File: src/rtl/scan_pkg.sv
// ---------------------------------------------------------------------------
// scan_pkg
// Definitions shared by the serial scan controller and its pattern matcher:
//   - scan_state_t  : controller state encoding (IDLE / SHIFT / DONE)
//   - cnt_width()   : width of a counter that must hold 0..word_w
//   - idx_width()   : width of a bit index that must hold 0..word_w-1
//   - DEF_*         : widths for the default 20-bit job word
// ---------------------------------------------------------------------------
package scan_pkg;

   typedef enum logic [1:0] {
      ST_IDLE  = 2'd0,
      ST_SHIFT = 2'd1,
      ST_DONE  = 2'd2
   } scan_state_t;

   localparam int DEF_WORD_W = 20;

   function automatic int cnt_width(input int word_w);
      return $clog2(word_w + 1);
   endfunction

   function automatic int idx_width(input int word_w);
      return $clog2(word_w);
   endfunction

   localparam int DEF_CNT_W = cnt_width(DEF_WORD_W);
   localparam int DEF_IDX_W = idx_width(DEF_WORD_W);

endpackage

File: src/rtl/pattern_matcher.sv
// ---------------------------------------------------------------------------
// pattern_matcher
// Bit-serial pattern detector. Keeps the recent serial history and a fill
// counter, and flags a hit in the same cycle as the bit that completes a
// PAT_W-bit window (oldest bit first) equal to pattern.
// Ports:
//   clk, rst  : clock, synchronous active-high reset
//   clr       : synchronous clear of history and fill count (new job / abort)
//   bit_in    : live serial bit
//   bit_en    : bit_in is valid this cycle and is consumed at the next edge
//   pattern   : pattern to detect, MSB = oldest bit
//   hit       : combinational match flag for the live bit
// ---------------------------------------------------------------------------
module pattern_matcher #(
   parameter int PAT_W = 4
) (
   input  logic             clk,
   input  logic             rst,
   input  logic             clr,
   input  logic             bit_in,
   input  logic             bit_en,
   input  logic [PAT_W-1:0] pattern,
   output logic             hit
);

   localparam int                FILL_W    = $clog2(PAT_W);
   localparam logic [FILL_W-1:0] FILL_FULL = FILL_W'(PAT_W - 1);

   // The PAT_W-bit comparison window is the PAT_W-1 stored bits plus the live
   // bit, so a hit is known in the cycle the completing bit is presented.
   logic [PAT_W-2:0]  hist_reg;
   logic [FILL_W-1:0] fill_reg;
   logic [PAT_W-1:0]  window;

   assign window = {hist_reg, bit_in};

   // Windows ending before PAT_W real bits have been seen never count.
   assign hit = bit_en && (fill_reg == FILL_FULL) && (window == pattern);

   always_ff @(posedge clk) begin
      if (rst || clr) begin
         hist_reg <= '0;
         fill_reg <= '0;
      end else if (bit_en) begin
         hist_reg <= window[PAT_W-2:0];
         if (fill_reg != FILL_FULL) begin
            fill_reg <= fill_reg + 1'b1;
         end
      end
   end

endmodule

File: src/rtl/serial_scan_ctrl.sv
// ---------------------------------------------------------------------------
// serial_scan_ctrl
// Accepts a job word and pattern, shifts the word out MSB-first one bit per
// cycle through pattern_matcher, and accumulates match statistics. Results
// are held with out_valid until out_ready, then stay readable in IDLE.
// Ports:
//   clk, rst                 : clock, synchronous active-high reset
//   in_valid/in_ready        : job handshake (in_word, in_pattern)
//   abort                    : cancel a job in progress (SHIFT only)
//   ser_dout/ser_valid       : serial bit currently presented to the matcher
//   out_valid/out_ready      : result handshake
//   match_count, match_found : number of matches / any match
//   first_idx, last_idx      : bit index of the first / last match end
// ---------------------------------------------------------------------------
module serial_scan_ctrl
   import scan_pkg::*;
#(
   parameter  int WORD_W = 20,
   parameter  int PAT_W  = 4,
   localparam int CNT_W  = cnt_width(WORD_W),
   localparam int IDX_W  = idx_width(WORD_W)
) (
   input  logic              clk,
   input  logic              rst,
   input  logic              in_valid,
   output logic              in_ready,
   input  logic [WORD_W-1:0] in_word,
   input  logic [PAT_W-1:0]  in_pattern,
   input  logic              abort,
   output logic              ser_dout,
   output logic              ser_valid,
   output logic              out_valid,
   input  logic              out_ready,
   output logic [CNT_W-1:0]  match_count,
   output logic              match_found,
   output logic [IDX_W-1:0]  first_idx,
   output logic [IDX_W-1:0]  last_idx
);

   localparam logic [IDX_W-1:0] LAST_BIT = IDX_W'(WORD_W - 1);

   scan_state_t       state_reg;
   logic              in_ready_reg;
   logic              out_valid_reg;
   logic              ser_valid_reg;
   logic [WORD_W-1:0] word_reg;
   logic [PAT_W-1:0]  pattern_reg;
   logic [IDX_W-1:0]  bit_cnt_reg;
   logic [CNT_W-1:0]  match_count_reg;
   logic              match_found_reg;
   logic [IDX_W-1:0]  first_idx_reg;
   logic [IDX_W-1:0]  last_idx_reg;

   logic accept;
   logic abort_now;
   logic hit;

   assign accept    = (state_reg == ST_IDLE) && in_valid && in_ready_reg;
   assign abort_now = (state_reg == ST_SHIFT) && abort;

   pattern_matcher #(
      .PAT_W (PAT_W)
   ) u_matcher (
      .clk     (clk),
      .rst     (rst),
      .clr     (accept || abort_now),
      .bit_in  (word_reg[WORD_W-1]),
      .bit_en  (ser_valid_reg),
      .pattern (pattern_reg),
      .hit     (hit)
   );

   always_ff @(posedge clk) begin
      if (rst) begin
         state_reg       <= ST_IDLE;
         in_ready_reg    <= 1'b1;
         out_valid_reg   <= 1'b0;
         ser_valid_reg   <= 1'b0;
         word_reg        <= '0;
         pattern_reg     <= '0;
         bit_cnt_reg     <= '0;
         match_count_reg <= '0;
         match_found_reg <= 1'b0;
         first_idx_reg   <= '0;
         last_idx_reg    <= '0;
      end else begin
         unique case (state_reg)
            ST_IDLE: begin
               if (accept) begin
                  state_reg       <= ST_SHIFT;
                  in_ready_reg    <= 1'b0;
                  ser_valid_reg   <= 1'b1;
                  word_reg        <= in_word;
                  pattern_reg     <= in_pattern;
                  bit_cnt_reg     <= '0;
                  match_count_reg <= '0;
                  match_found_reg <= 1'b0;
                  first_idx_reg   <= '0;
                  last_idx_reg    <= '0;
               end
            end

            ST_SHIFT: begin
               if (abort) begin
                  state_reg       <= ST_IDLE;
                  in_ready_reg    <= 1'b1;
                  ser_valid_reg   <= 1'b0;
                  word_reg        <= '0;
                  bit_cnt_reg     <= '0;
                  match_count_reg <= '0;
                  match_found_reg <= 1'b0;
                  first_idx_reg   <= '0;
                  last_idx_reg    <= '0;
               end else begin
                  // Zero fill: the word is all zeros once the last bit has
                  // left, so ser_dout needs no gating outside SHIFT.
                  word_reg    <= {word_reg[WORD_W-2:0], 1'b0};
                  bit_cnt_reg <= bit_cnt_reg + 1'b1;
                  if (hit) begin
                     match_count_reg <= match_count_reg + 1'b1;
                     match_found_reg <= 1'b1;
                     last_idx_reg    <= bit_cnt_reg;
                     if (!match_found_reg) begin
                        first_idx_reg <= bit_cnt_reg;
                     end
                  end
                  if (bit_cnt_reg == LAST_BIT) begin
                     state_reg     <= ST_DONE;
                     ser_valid_reg <= 1'b0;
                     out_valid_reg <= 1'b1;
                     bit_cnt_reg   <= '0;
                  end
               end
            end

            ST_DONE: begin
               // in_ready rises only after DONE has been left, so no job can
               // be taken in the release cycle.
               if (out_ready) begin
                  state_reg     <= ST_IDLE;
                  out_valid_reg <= 1'b0;
                  in_ready_reg  <= 1'b1;
               end
            end

            default: begin
               state_reg <= ST_IDLE;
            end
         endcase
      end
   end

   assign in_ready    = in_ready_reg;
   assign out_valid   = out_valid_reg;
   assign ser_valid   = ser_valid_reg;
   assign ser_dout    = word_reg[WORD_W-1];
   assign match_count = match_count_reg;
   assign match_found = match_found_reg;
   assign first_idx   = first_idx_reg;
   assign last_idx    = last_idx_reg;

endmodule

File: config.mk
export PLATFORM = sky130hd
export DESIGN_NAME = serial_scan_ctrl
export DESIGN_NICKNAME = d
export VERILOG_FILES = /design/src/rtl/scan_pkg.sv /design/src/rtl/pattern_matcher.sv /design/src/rtl/serial_scan_ctrl.sv
export SDC_FILE = /design/constraint.sdc
export NUM_CORES = 1
export LEC_CHECK = 0
export CAP_MARGIN = 20
export CORE_ASPECT_RATIO = 0.9
export CORE_UTILIZATION = 30
export DETAILED_ROUTE_END_ITERATION = 8
export GPL_TIMING_DRIVEN = 0
export PLACE_DENSITY_LB_ADDON = 0.1
export SYNTH_ARGS = -nofsm -noshare
export SYNTH_HDL_FRONTEND = slang
export SYNTH_SLANG_ARGS = --single-unit
File: constraint.sdc
create_clock -name clk -period 2.1 [get_ports clk]
set_input_delay 0.525 -clock clk [delete_from_list [all_inputs] [get_ports clk]]
set_output_delay 0.525 -clock clk [all_outputs]
set_load 0.005 [all_outputs]
# After elaboration in Yosys (flattened, before gate mapping)
# Index checks and enable logic that the tools add are counted.
# W data, S select, Z words.
# totals
ff_bits,55
inputBits,29
output_inout_bits,20
elab_cells,87
# classes
add_sub_neg,3
eq_ne,14
n_mux,37
reduce_logical,20
# ops
cell,n
$mux W5,10
$mux W20,2
$pmux W20 S2,1
$pmux W5 S2,4
$reduce_and A4 Y1,3
$mux W1,11
$add A5 B1 Y5 const B,2
$ne A2 B2 Y1 const B,5
$reduce_and A3 Y1,3
$mux W2,4
$ne A3 B3 Y1 const B,2
$pmux W1 S2,3
$pmux W2 S3,1
$reduce_and A2 Y1,3
$eq A5 B5 Y1 const B,1
$logic_and A1 B1 Y1,5
$eq A2 B2 Y1 const B,2
$eq A4 B4 Y1,1
$reduce_bool A2 Y1,2
$ne A3 B2 Y1 const B,1
$pmux W1 S3,1
$reduce_bool A3 Y1,1
$add A2 B1 Y2 const B,1
$eq A2 B1 Y1 const B,1
other kinds (3),4

# Depth between registers and ports, before layout
# Gate-level depths: netlist (run 1).
# depth
word_depth,6
mapped_depth,8
ltp_nobuf,6

# By module
# Synthesis (run 1) repeated with hierarchy kept, for this count alone.
# hier_totals
cells_unflattened,283
area_unflattened_um2,2682.6
# by_module_without_submodules
module,n_inst,cells_each,area_per_inst_um2,seq_area_each_um2
serial_scan_ctrl,1,257,2423.6,1001.0
pattern_matcher,1,26,259.0,100.1

# Least setup slack after synthesis (run 1)
# Ideal clock, no wire load.
# synth_path
path_type,flip-flop to flip-flop
startpoint,reg state_reg[0]
endpoint,"reg match_count_reg[0], in the netlist match_count[0]"
arrival_time_ps,1553
required_time_ps,1979
setup_slack_ps,427
stages_incl_launch_ff,8
period_less_slack_ps,1673
path_cell_list,dfxtp_1 > inv_1 > ha_1 > a21boi_1 > nor2_1 > and3_1 > buf_6 > mux2_2
# synth_between
elab_chain_len,5
elab_cells_between_ends,9
# synth_rtl
item,line_no,source
"start, declared",serial_scan_ctrl.sv:42,scan_state_t state_reg;
"start signal, assigned",serial_scan_ctrl.sv:75,state_reg <= ST_IDLE;
"start signal, assigned",serial_scan_ctrl.sv:90,state_reg <= ST_SHIFT;
"start signal, assigned",serial_scan_ctrl.sv:105,state_reg <= ST_IDLE;
$logic_not A2 Y1,"serial_scan_ctrl.sv:58, serial_scan_ctrl.sv:87",
$logic_and A1 B1 Y1 (2 in series),serial_scan_ctrl.sv:58,assign accept = (state_reg == ST_IDLE) && in_valid && in_ready_reg;
$ne A2 B2 Y1 (no source line),-,
$reduce_and A3 Y1 (no source line),-,
"end signal, assigned",serial_scan_ctrl.sv:120,match_count_reg <= match_count_reg + 1'b1;
"end, declared",serial_scan_ctrl.sv:49,logic [CNT_W-1:0] match_count_reg;
# Several ways; a longest one is shown, not always the timed one.
# A chain may end at the register's enable or synchronous reset.

# Final worst setup path (run 1)
# layout_path
startpoint,in abort
endpoint,"reg match_count_reg[0], in the netlist match_count[0]"
# layout_between
elab_chain_len,2
elab_cells_between_ends,4
# layout_rtl
item,line_no,source
"start, declared",serial_scan_ctrl.sv:29,"input logic abort,"
$ne A3 B3 Y1 (no source line) or $mux W5 (tied branches),-,
$reduce_and A3 Y1 (no source line) or $pmux W5 S2 (tied branches),-,
# Several ways; a longest one is shown, not always the timed one.

==> results of run 1 <==
==> layout make-up <==
class / count / area share
Sequential cell: 55 / 0.333
Clock inverter: 1 / 0.00151
Inverter: 6 / 0.00681
Multi-Input combinational cell: 204 / 0.419
Timing Repair Buffer: 48 / 0.145
Tap cell: 115 / 0.0435
Clock buffer: 6 / 0.0250
Buffer: 18 / 0.0268
==> final timing paths <==
| path | cells past startpoint | endpoint | start | slack (ns) |
|---|---|---|---|---|
| setup reg to reg | 7 | match_count[3]$_SDFFE_PP0P_ | state_reg[0]$_SDFFE_PP0P_ | 0.18 |
| hold / removal | 2 | pattern_reg[1]$_SDFFE_PP0P_ | pattern_reg[1]$_SDFFE_PP0P_ | 0.49 |
| hold reg to reg | 2 | pattern_reg[1]$_SDFFE_PP0P_ | pattern_reg[1]$_SDFFE_PP0P_ | 0.49 |
| setup / recovery | 5 | match_count[0]$_SDFFE_PP0P_ | abort | 0.09 |
==> stage by stage <==
| stage | area, um^2 | util | TNS (ns) | power, mW | std cells |
|---|---|---|---|---|---|
| after global placement | 3200 | 0.391 | -16.33 | 2.00 | 446 |
| after global routing | 3310 | 0.404 | 0 | 2.77 | 453 |
| after floorplan | 2580 | - | 0 | 1.75 | 283 |
| after detailed placement | 3200 | 0.391 | -16.22 | 2.01 | 446 |
| final | 3310 | 0.404 | 0 | 2.60 | 453 |
| after CTS | 3300 | 0.403 | 0 | 2.62 | 453 |
==> logic make-up (layout without fill, tap and decap cells) <==
kind of cell               Yosys count  after routing
and+or+nand+nor                    118            118
AOI/OAI and AO/OA                   64             64
DFF                                 55             55
buffers and inverters               24             79
xor gates and xnor gates            10             10
adders and majority gates            7              7
muxes                                5              5
==> critical path, cell delays in order <==
cell and delay (ns):
clkdlybuf4s50_1 0.58, nor2b_1 0.31, o41ai_1 0.16, a31oi_2 0.46
mux2_2 0.24
==> timing repair <==
action,4_1_cts,5_1_grt
resized for setup,5,4
setup buffers,0,0
endpoints found under the setup margin,34,27
==> placed cells by master (no fill, tap or decap), types with 2 or more instances in the layout <==
cell	count
a211oi_1	4
a21o_1	2
a21oi_1	10
a222oi_1	6
a22o_1	6
a311oi_1	13
a32o_1	3
a32oi_1	5
and3_1	4
buf_2	4
clkbuf_1	7
clkbuf_2	4
clkbuf_8	6
clkdlybuf4s50_1	48
dfxtp_1	55
ha_1	7
inv_1	6
mux2i_1	4
nand2_1	20
nand2_2	2
nand2b_1	15
nand3_1	2
nand3b_1	13
nand4_1	3
nor2_1	35
nor2b_1	8
nor3_1	5
nor4b_1	5
o21ai_0	8
xnor2_1	4
xor2_1	5
==> power by group through the flow <==
stage	logic (mW)	clock network (mW)	registers (mW)
after floorplan	0.504	0	1.25
after global placement	0.736	0	1.27
after detailed placement	0.740	0	1.27
after CTS	0.750	0.627	1.24
after global routing	0.829	0.676	1.26
final	0.752	0.602	1.25
==> metal layers <==
layer | part of all wire | up-vias | track usage | wire (um)
li1 | - | 1143 | - | -
met1 | 0.51 | 1076 | 0.223 | 3390
met2 | 0.43 | 67 | 0.214 | 2820
met3 | 0.055 | 4 | 0.0303 | 366
met4 | 0.0054 | 0 | 0.0417 | 36
met5 | 0 | - | 0 | 0
==> impl_metrics.py, run 1 <==
metrics = {
    "status": {
        "status": "finished clean",
    },
    "timing": {
        "timing.fmax_ghz": 0.497,
        "grt_setup_unrepaired": "false",
        "relSlewSlack": 0.608,
        "finalHoldViolCount": 0,
        "min_period_ns": 2.01,
        "maxSlewViolCount": 0,
        "fin_skew_ns": 0.00676,
        "finalSetupViolations": 0,
        "tightest_slew_ns": 0.588,
        "post-route-period-util": 0.958,
        "fin_ws_ns": 0.0892,
        "hold_ws_ns": 0.486,
    },
    "clock_tree": {
        "cts_hold_buf": 0,
        "cts_buffer_depth": 2,
        "htree_levels": 2,
        "cts_buffers": 5,
        "path_clk_slew_ns": 0.10,
        "clock_latency_ns": 0.30,
        "cts.sinks": 55,
        "cts_root_buf": "clkbuf_8",
        "tritoncts": "yes",
    },
    "global_route": {
        "overflow": 0,
        "antenna_found_initial": 0,
        "grt_pass1_wl_mm": 10.7,
        "grt_usage": 0.149,
        "first_global_vias": 2131,
        "grt_max_degree": 16,
    },
    "die": {
        "start_util": 0.315,
        "row_count": 31,
        "core_mm2": 0.00818,
        "ioPinCount": 49,
        "fp.dieH_um": 90.0,
        "die_w_um": 99.7,
        "die_area_mm2": 0.00897,
    },
    "worst_setup_path": {
        "critPathRequiredTime_ns": 2.36,
        "worstSetupEndpointType": "flop",
        "critPathKind": "input port to flop",
        "worstPathArrival_ns": 2.27,
        "crit_path_start_kind": "input port",
        "cp_max_fo": 9,
    },
    "route": {
        "drc": 0,
        "wl_per_cell_um": 14.6,
        "viasPerCell": 5.06,
        "drt_iter0_markers": 118,
        "drtPass1Iterations": 5,
        "drt_wl_total_mm": 6.61,
        "vias": 2290,
        "ant_nets": 0,
    },
    "logic_synthesis": {
        "synth_simple_gate_area_frac": 0.248,
        "synth_ff_type": "dfxtp_1",
        "ys_ff_latch": 55,
        "avgSynthCellArea_um2": 9.11,
        "synth_top_family_by_area": "simple AND/OR/NAND/NOR gates",
        "netlist_instances": 283,
        "syn-num-nets": 319,
        "synth_area_mm2": 0.00258,
        "synth_xor_area_frac": 0.0369,
        "synth.area.mux_share": 0.0199,
        "synth_most_common_cell": "dfxtp_1",
        "synthTopCellsByArea": "dfxtp_1, nor2_1, a311oi_1",
        "ys_seq_area_frac": 0.427,
        "async_reset_ff_frac": 0,
        "synth_top_area_share": 0.427,
        "synth_compound_area_frac": 0.193,
        "synthAdderAreaFrac": 0.0340,
        "synth_cell_types": 44,
        "synth.largest_area_cell": "dfxtp_1",
        "synth_common_cells": "dfxtp_1, nor2_1, nand2_1",
        "synth_warnings": 0,
        "synth_edf_count": 0,
    },
    "finish": {
        "drive_above_1_share": 0.0799,
        "n_fill_cell": 839,
        "final_net_count": 374,
        "diodes": 0,
        "area_growth_pct": 28.3,
        "multi_input_area_mm2": 0.00139,
        "regArea_mm2": 0.00110,
        "largest_reg_flops": 20,
    },
    "pwr": {
        "pwr_density_cell_mw_per_mm2": 785,
        "seq_power_share": 0.479,
        "intPower_mw": 1.73,
        "p_leak_nw": 1.17,
        "p_switching_mw": 0.867,
        "combPwrFrac": 0.289,
        "ir_worst_vdd_uv": 284,
        "switching_share": 0.334,
        "clock_power_share": 0.232,
    },
    "place": {
        "io_buffer_count": 48,
        "place.gp.congestion": 0.754,
        "pre_cts_slack_ns": -0.469,
        "hpwlAfterDp_mm": 4.75,
    },
    "run": {
        "max_cap_viol_count": 0,
    },
    "min_path": {
        "hp-class": "flop to flop",
    },
}
Power figures use the tool's default switching activity.
==> run 2: changes to the inputs <==
MAX_ROUTING_LAYER = met4   (was not set)
==> run 2 against run 1 <==
  * Utilization did not move
  * Critical endpoint is now word_reg[19]$_SDFFE_PP0P_
  * Sequential power barely moved
  * Routed wire length rose by 0.20%
==> impl_metrics.py, run 2 (synthesized netlist as in run 1, its figures left out) <==
metrics = {
    "place": {
        "dpl_cell_area_mm2": 0.00320,
        "hpwlAfterDp_mm": 4.75,
        "io_buffer_count": 48,
        "place.gp.congestion": 0.764,
    },
    "die": {
        "start_util": 0.315,
        "die_area_mm2": 0.00897,
        "ioPinCount": 49,
        "fp.dieH_um": 90.0,
        "die_w_um": 99.7,
        "core_mm2": 0.00818,
        "row_count": 31,
    },
    "finish": {
        "diodes": 0,
        "drive_above_1_share": 0.0799,
        "final_common_cell": "dfxtp_1",
        "largest_reg_flops": 20,
        "final_net_count": 374,
        "area_growth_pct": 28.3,
        "utilization": 0.404,
        "final_cell_mix": "dfxtp_1, clkdlybuf4s50_1, nor2_1",
        "n_fill_cell": 839,
        "fin_area_mm2": 0.00331,
    },
    "route": {
        "wl_met3_um": 299,
        "wl_met2_mm": 2.85,
        "wl_met1_mm": 3.44,
        "drt_wl_total_mm": 6.63,
        "vias": 2282,
        "drtPass1Iterations": 4,
        "drc": 0,
        "wl_per_cell_um": 14.6,
        "ant_nets": 0,
        "highest_layer": "met4",
        "drt_iter0_markers": 116,
        "viasPerCell": 5.04,
    },
    "clock_tree": {
        "cts.sinks": 55,
        "tritoncts": "yes",
        "htree_levels": 2,
        "cts_root_buf": "clkbuf_8",
        "cts_buffer_depth": 2,
        "clock_latency_ns": 0.30,
        "cts_hold_buf": 0,
        "post_cts_resized": 5,
        "path_clk_slew_ns": 0.10,
        "cts_buffers": 5,
        "cts_setup_buffers": 0,
    },
    "timing": {
        "tightest_slew_ns": 0.591,
        "grt_setup_unrepaired": "false",
        "timing.fmax_ghz": 0.497,
        "fin_skew_ns": 0.00604,
        "relSlewSlack": 0.603,
        "finalHoldViolCount": 0,
        "finalSetupViolations": 0,
        "min_period_ns": 2.01,
        "post-route-period-util": 0.958,
        "maxSlewViolCount": 0,
    },
    "global_route": {
        "grt_usage": 0.153,
        "overflow": 0,
        "first_global_vias": 2137,
        "grt_max_degree": 16,
        "grt_pass1_wl_mm": 10.7,
        "antenna_found_initial": 0,
    },
    "worst_setup_path": {
        "rr_startpoint": "state_reg[0]$_SDFFE_PP0P_",
        "r2r_end": "word_reg[19]$_SDFFE_PP0P_",
        "crit_buf_inv": 2,
        "critPathSlowestCell": "clkdlybuf4s50_1",
        "worstPathArrival_ns": 2.19,
        "crit_path_start_kind": "input port",
        "critPathRequiredTime_ns": 2.28,
        "reg2regPathDepth": 8,
        "crit_chain": "clkdlybuf4s50_1 -> nand2b_1 -> nor2_2 -> clkbuf_2 -> a222oi_1 -> nor2_1",
        "worstSetupEndpointType": "flop",
        "cp_max_fo": 10,
        "cpPeakStageDelay_ns": 0.67,
        "crit_family": "buffers and inverters",
        "reg2reg_slack_ns": 0.18,
        "critPathKind": "input port to flop",
    },
    "min_path": {
        "min_from": "pattern_reg[1]$_SDFFE_PP0P_",
        "hp-class": "flop to flop",
        "hold_end": "pattern_reg[1]$_SDFFE_PP0P_",
        "hold_depth": 2,
    },
    "run": {
        "max_cap_viol_count": 0,
    },
    "pwr": {
        "ir_worst_vdd_uv": 286,
        "pwr_density_cell_mw_per_mm2": 786,
        "p_leak_nw": 1.17,
        "total_power_mw": 2.60,
    },
    "status": {
        "status": "finished clean",
    },
}
==> run 2: metal layers <==
metal	global-route usage	up-vias
met2	0.215	52
met4	0.0417	0
met1	0.222	1083
li1	-	1143
met3	0.0303	4
met5	-	-
==> run 2: worst max-delay path by stage <==
stage	from	to	slack, ns	cells past startpoint
CTS	abort	match_count[4]$_SDFFE_PP0P_	0.03	6
global route	abort	ser_valid$_SDFFE_PP0P_	0.00009	6
finish	abort	word_reg[19]$_SDFFE_PP0P_	0.09	6
global placement	in_valid	word_reg[11]$_SDFFE_PP0P_	-0.47	5
detailed placement	in_valid	word_reg[10]$_SDFFE_PP0P_	-0.47	5
floorplan	state_reg[0]$_SDFFE_PP0P_	match_count[0]$_SDFFE_PP0P_	0.43	7
==> run 2: power by group <==
part	leakage (nW)	internal (mW)	switching, mW
clock network	0.0470	0.260	0.342
registers	0.448	1.16	0.0848
logic	0.672	0.311	0.442
total	1.17	1.73	0.869
==> run 2: worst register-to-register path: stages (launching register included) <==
cell and delay, ns:
dfxtp_1 0.35, inv_1 0.09, ha_1 0.26, and3_1 0.17, buf_2 0.19, nor2_1 0.12
buf_2 0.20, a222oi_1 0.35, nor2_1 0.07
==> run 2: per-stage QoR <==
| stage | setup WS [ns] | hold WS (ns) | setup TNS, ns | std cells |
|---|---|---|---|---|
| after floorplan | 0.427 | 0.448 | 0 | 283 |
| after global placement | -0.468 | 0.455 | -16.33 | 446 |
| after detailed placement | -0.469 | 0.468 | -16.22 | 446 |
| after CTS | 0.0346 | 0.484 | 0 | 453 |
| after global routing | 0.0000915 | 0.506 | 0 | 453 |
| final | 0.0876 | 0.486 | 0 | 453 |
==> run 2: layout make-up <==
cell class              instances  area (um^2)  share of cell area
multi-input cells             204         1390               0.419
clock buffers                   6         82.6              0.0250
plain buffers                  18         88.8              0.0268
inverters                       6         22.5             0.00681
clock inverters                 1         5.00             0.00151
repair buffers                 48          480               0.145
well taps                     115          144              0.0435
flip-flops and latches         55         1100               0.333
==> run 3: changes to the inputs <==
GPL_ROUTABILITY_DRIVEN = 0   (was not set)
clock period = 2.35 ns   (was 2.1 ns; I/O delays follow)
==> run 3 against run 2 <==
  * Global-route usage unchanged
  * Power decreased by 11%
  * Clock skew shrank 0.00095 ns
  * Hold slack hardly changed
  * Via count is 0.13% higher
  * Final cell count did not move
  * Final area down 0.38%
  * Routed wire length is 0.97% lower
  * Critical path depth did not move
  * Utilization decreased by 0.15 points
  * Count of clock-buffer cells in the layout is the same
  * Combinational power fell by 12%
==> impl_metrics.py, run 3 (synthesized netlist as in run 1, its figures left out) <==
metrics = {
    "finish": {
        "diodes": 0,
        "final_net_count": 374,
        "area_growth_pct": 27.9,
        "final_common_cell": "dfxtp_1",
        "layoutNonFillerInstCount": 453,
        "drive_above_1_share": 0.0680,
        "largest_reg_flops": 20,
        "fin_area_mm2": 0.00330,
        "final_cell_mix": "dfxtp_1, clkdlybuf4s50_1, nor2_1",
    },
    "clock_tree": {
        "cts_setup_buffers": 0,
        "tritoncts": "yes",
        "clock_latency_ns": 0.30,
        "cts.sinks": 55,
        "cts_buffer_depth": 2,
        "cts_buffers": 5,
        "htree_levels": 2,
        "path_clk_slew_ns": 0.09,
        "cts_root_buf": "clkbuf_8",
        "post_cts_resized": 0,
        "cts_hold_buf": 0,
    },
    "pwr": {
        "pwr_density_cell_mw_per_mm2": 700,
        "ir_worst_vdd_uv": 250,
        "p_leak_nw": 1.16,
    },
    "timing": {
        "finalSetupViolations": 0,
        "fin_ws_ns": 0.194,
        "hold_ws_ns": 0.486,
        "tightest_slew_ns": 0.593,
        "grt_setup_unrepaired": "false",
        "min_period_ns": 2.16,
        "fin_skew_ns": 0.00509,
        "timing.fmax_ghz": 0.464,
        "maxSlewViolCount": 0,
        "post-route-period-util": 0.918,
        "setup-tns-final_ns": 0,
        "finalHoldViolCount": 0,
        "relSlewSlack": 0.605,
    },
    "global_route": {
        "first_global_vias": 2137,
        "grt_max_degree": 16,
        "overflow": 0,
        "grt_pass1_wl_mm": 10.6,
        "antenna_found_initial": 0,
        "grt_usage": 0.153,
    },
    "route": {
        "vias": 2285,
        "viasPerCell": 5.04,
        "drtPass1Iterations": 6,
        "ant_nets": 0,
        "drc": 0,
        "wl_per_cell_um": 14.5,
        "drt_wl_total_mm": 6.56,
        "drt_iter0_markers": 128,
    },
    "worst_setup_path": {
        "critPathRequiredTime_ns": 2.56,
        "worstPathArrival_ns": 2.36,
        "cp_max_fo": 10,
        "rr_startpoint": "state_reg[0]$_SDFFE_PP0P_",
        "r2r_end": "match_count[3]$_SDFFE_PP0P_",
        "critPathKind": "input port to flop",
        "worstSetupEndpointType": "flop",
        "reg2reg_slack_ns": 0.29,
        "reg2regPathDepth": 7,
        "crit_path_start_kind": "input port",
    },
    "die": {
        "row_count": 31,
        "die_w_um": 99.7,
        "ioPinCount": 49,
        "start_util": 0.315,
        "fp.dieH_um": 90.0,
        "core_mm2": 0.00818,
        "die_area_mm2": 0.00897,
    },
    "min_path": {
        "hp-class": "flop to flop",
        "hold_depth": 2,
        "min_from": "pattern_reg[1]$_SDFFE_PP0P_",
        "hold_end": "pattern_reg[1]$_SDFFE_PP0P_",
    },
    "place": {
        "hpwlAfterDp_mm": 4.75,
        "dp.cells": 446,
        "dpl_cell_area_mm2": 0.00320,
        "io_buffer_count": 48,
        "pre_cts_slack_ns": -0.281,
    },
    "status": {
        "status": "finished clean",
    },
    "run": {
        "max_cap_viol_count": 0,
    },
}
==> run 3: changes by cell type in the layout (fill, tap and decap cells not counted) <==
cell and change:
a21boi_2 -1, clkbuf_1 +1, nor2_2 -1, nand3_1 +1, a21boi_1 +1, clkbuf_2 -1
nor2_1 +1, nand3_2 -1
==> run 3: critical path, stage by stage <==
cell	delay (ns)
clkdlybuf4s50_1	0.51
nand3_1	0.32
nand2_2	0.31
buf_2	0.28
nand4_1	0.13
a32o_1	0.23
==> run 3: worst max-delay path by stage <==
stage	start	endpoint	slack (ns)	depth (start not counted)
2_1_floorplan	state_reg[0]$_SDFFE_PP0P_	match_count[0]$_SDFFE_PP0P_	0.68	7
3_3_place_gp	in_valid	word_reg[11]$_SDFFE_PP0P_	-0.28	5
3_5_place_dp	in_valid	word_reg[10]$_SDFFE_PP0P_	-0.28	5
4_1_cts	in_valid	word_reg[11]$_SDFFE_PP0P_	0.05	5
5_1_grt	in_valid	word_reg[7]$_SDFFE_PP0P_	0.08	6
6_report	in_valid	match_count[3]$_SDFFE_PP0P_	0.19	6
==> run 3: per-layer routing <==
metal,share of wire,vias to the layer above,track usage
met5,0,-,-
met4,0.0059,0,0.0417
met3,0.050,4,0.0303
met2,0.42,65,0.217
met1,0.52,1071,0.221
li1,-,1145,-
==> run 3: where the power goes <==
part,internal (mW),leakage [nW],total [mW],switching (mW)
clock,0.232,0.0470,0.534,0.302
combinational,0.274,0.666,0.664,0.390
sequential,1.04,0.448,1.11,0.0743
total,1.54,1.16,2.31,0.766
==> run 3: layout make-up <==
| type | instances | area, um^2 |
|---|---|---|
| clock inverters | 1 | 5.00 |
| repair buffers | 48 | 480 |
| clock buffers | 6 | 82.6 |
| multi-input cells | 204 | 1370 |
| inverters | 6 | 22.5 |
| fillers | 843 | 4890 |
| plain buffers | 18 | 87.6 |
| well taps | 115 | 144 |
| flip-flops and latches | 55 | 1100 |
==> run 3: through the flow <==
stage / utilization / power, mW
after detailed placement: 0.391 / 1.79
after global routing: 0.403 / 2.46
after floorplan: - / 1.56
final: 0.403 / 2.31
after CTS: 0.402 / 2.34
after global placement: 0.391 / 1.79
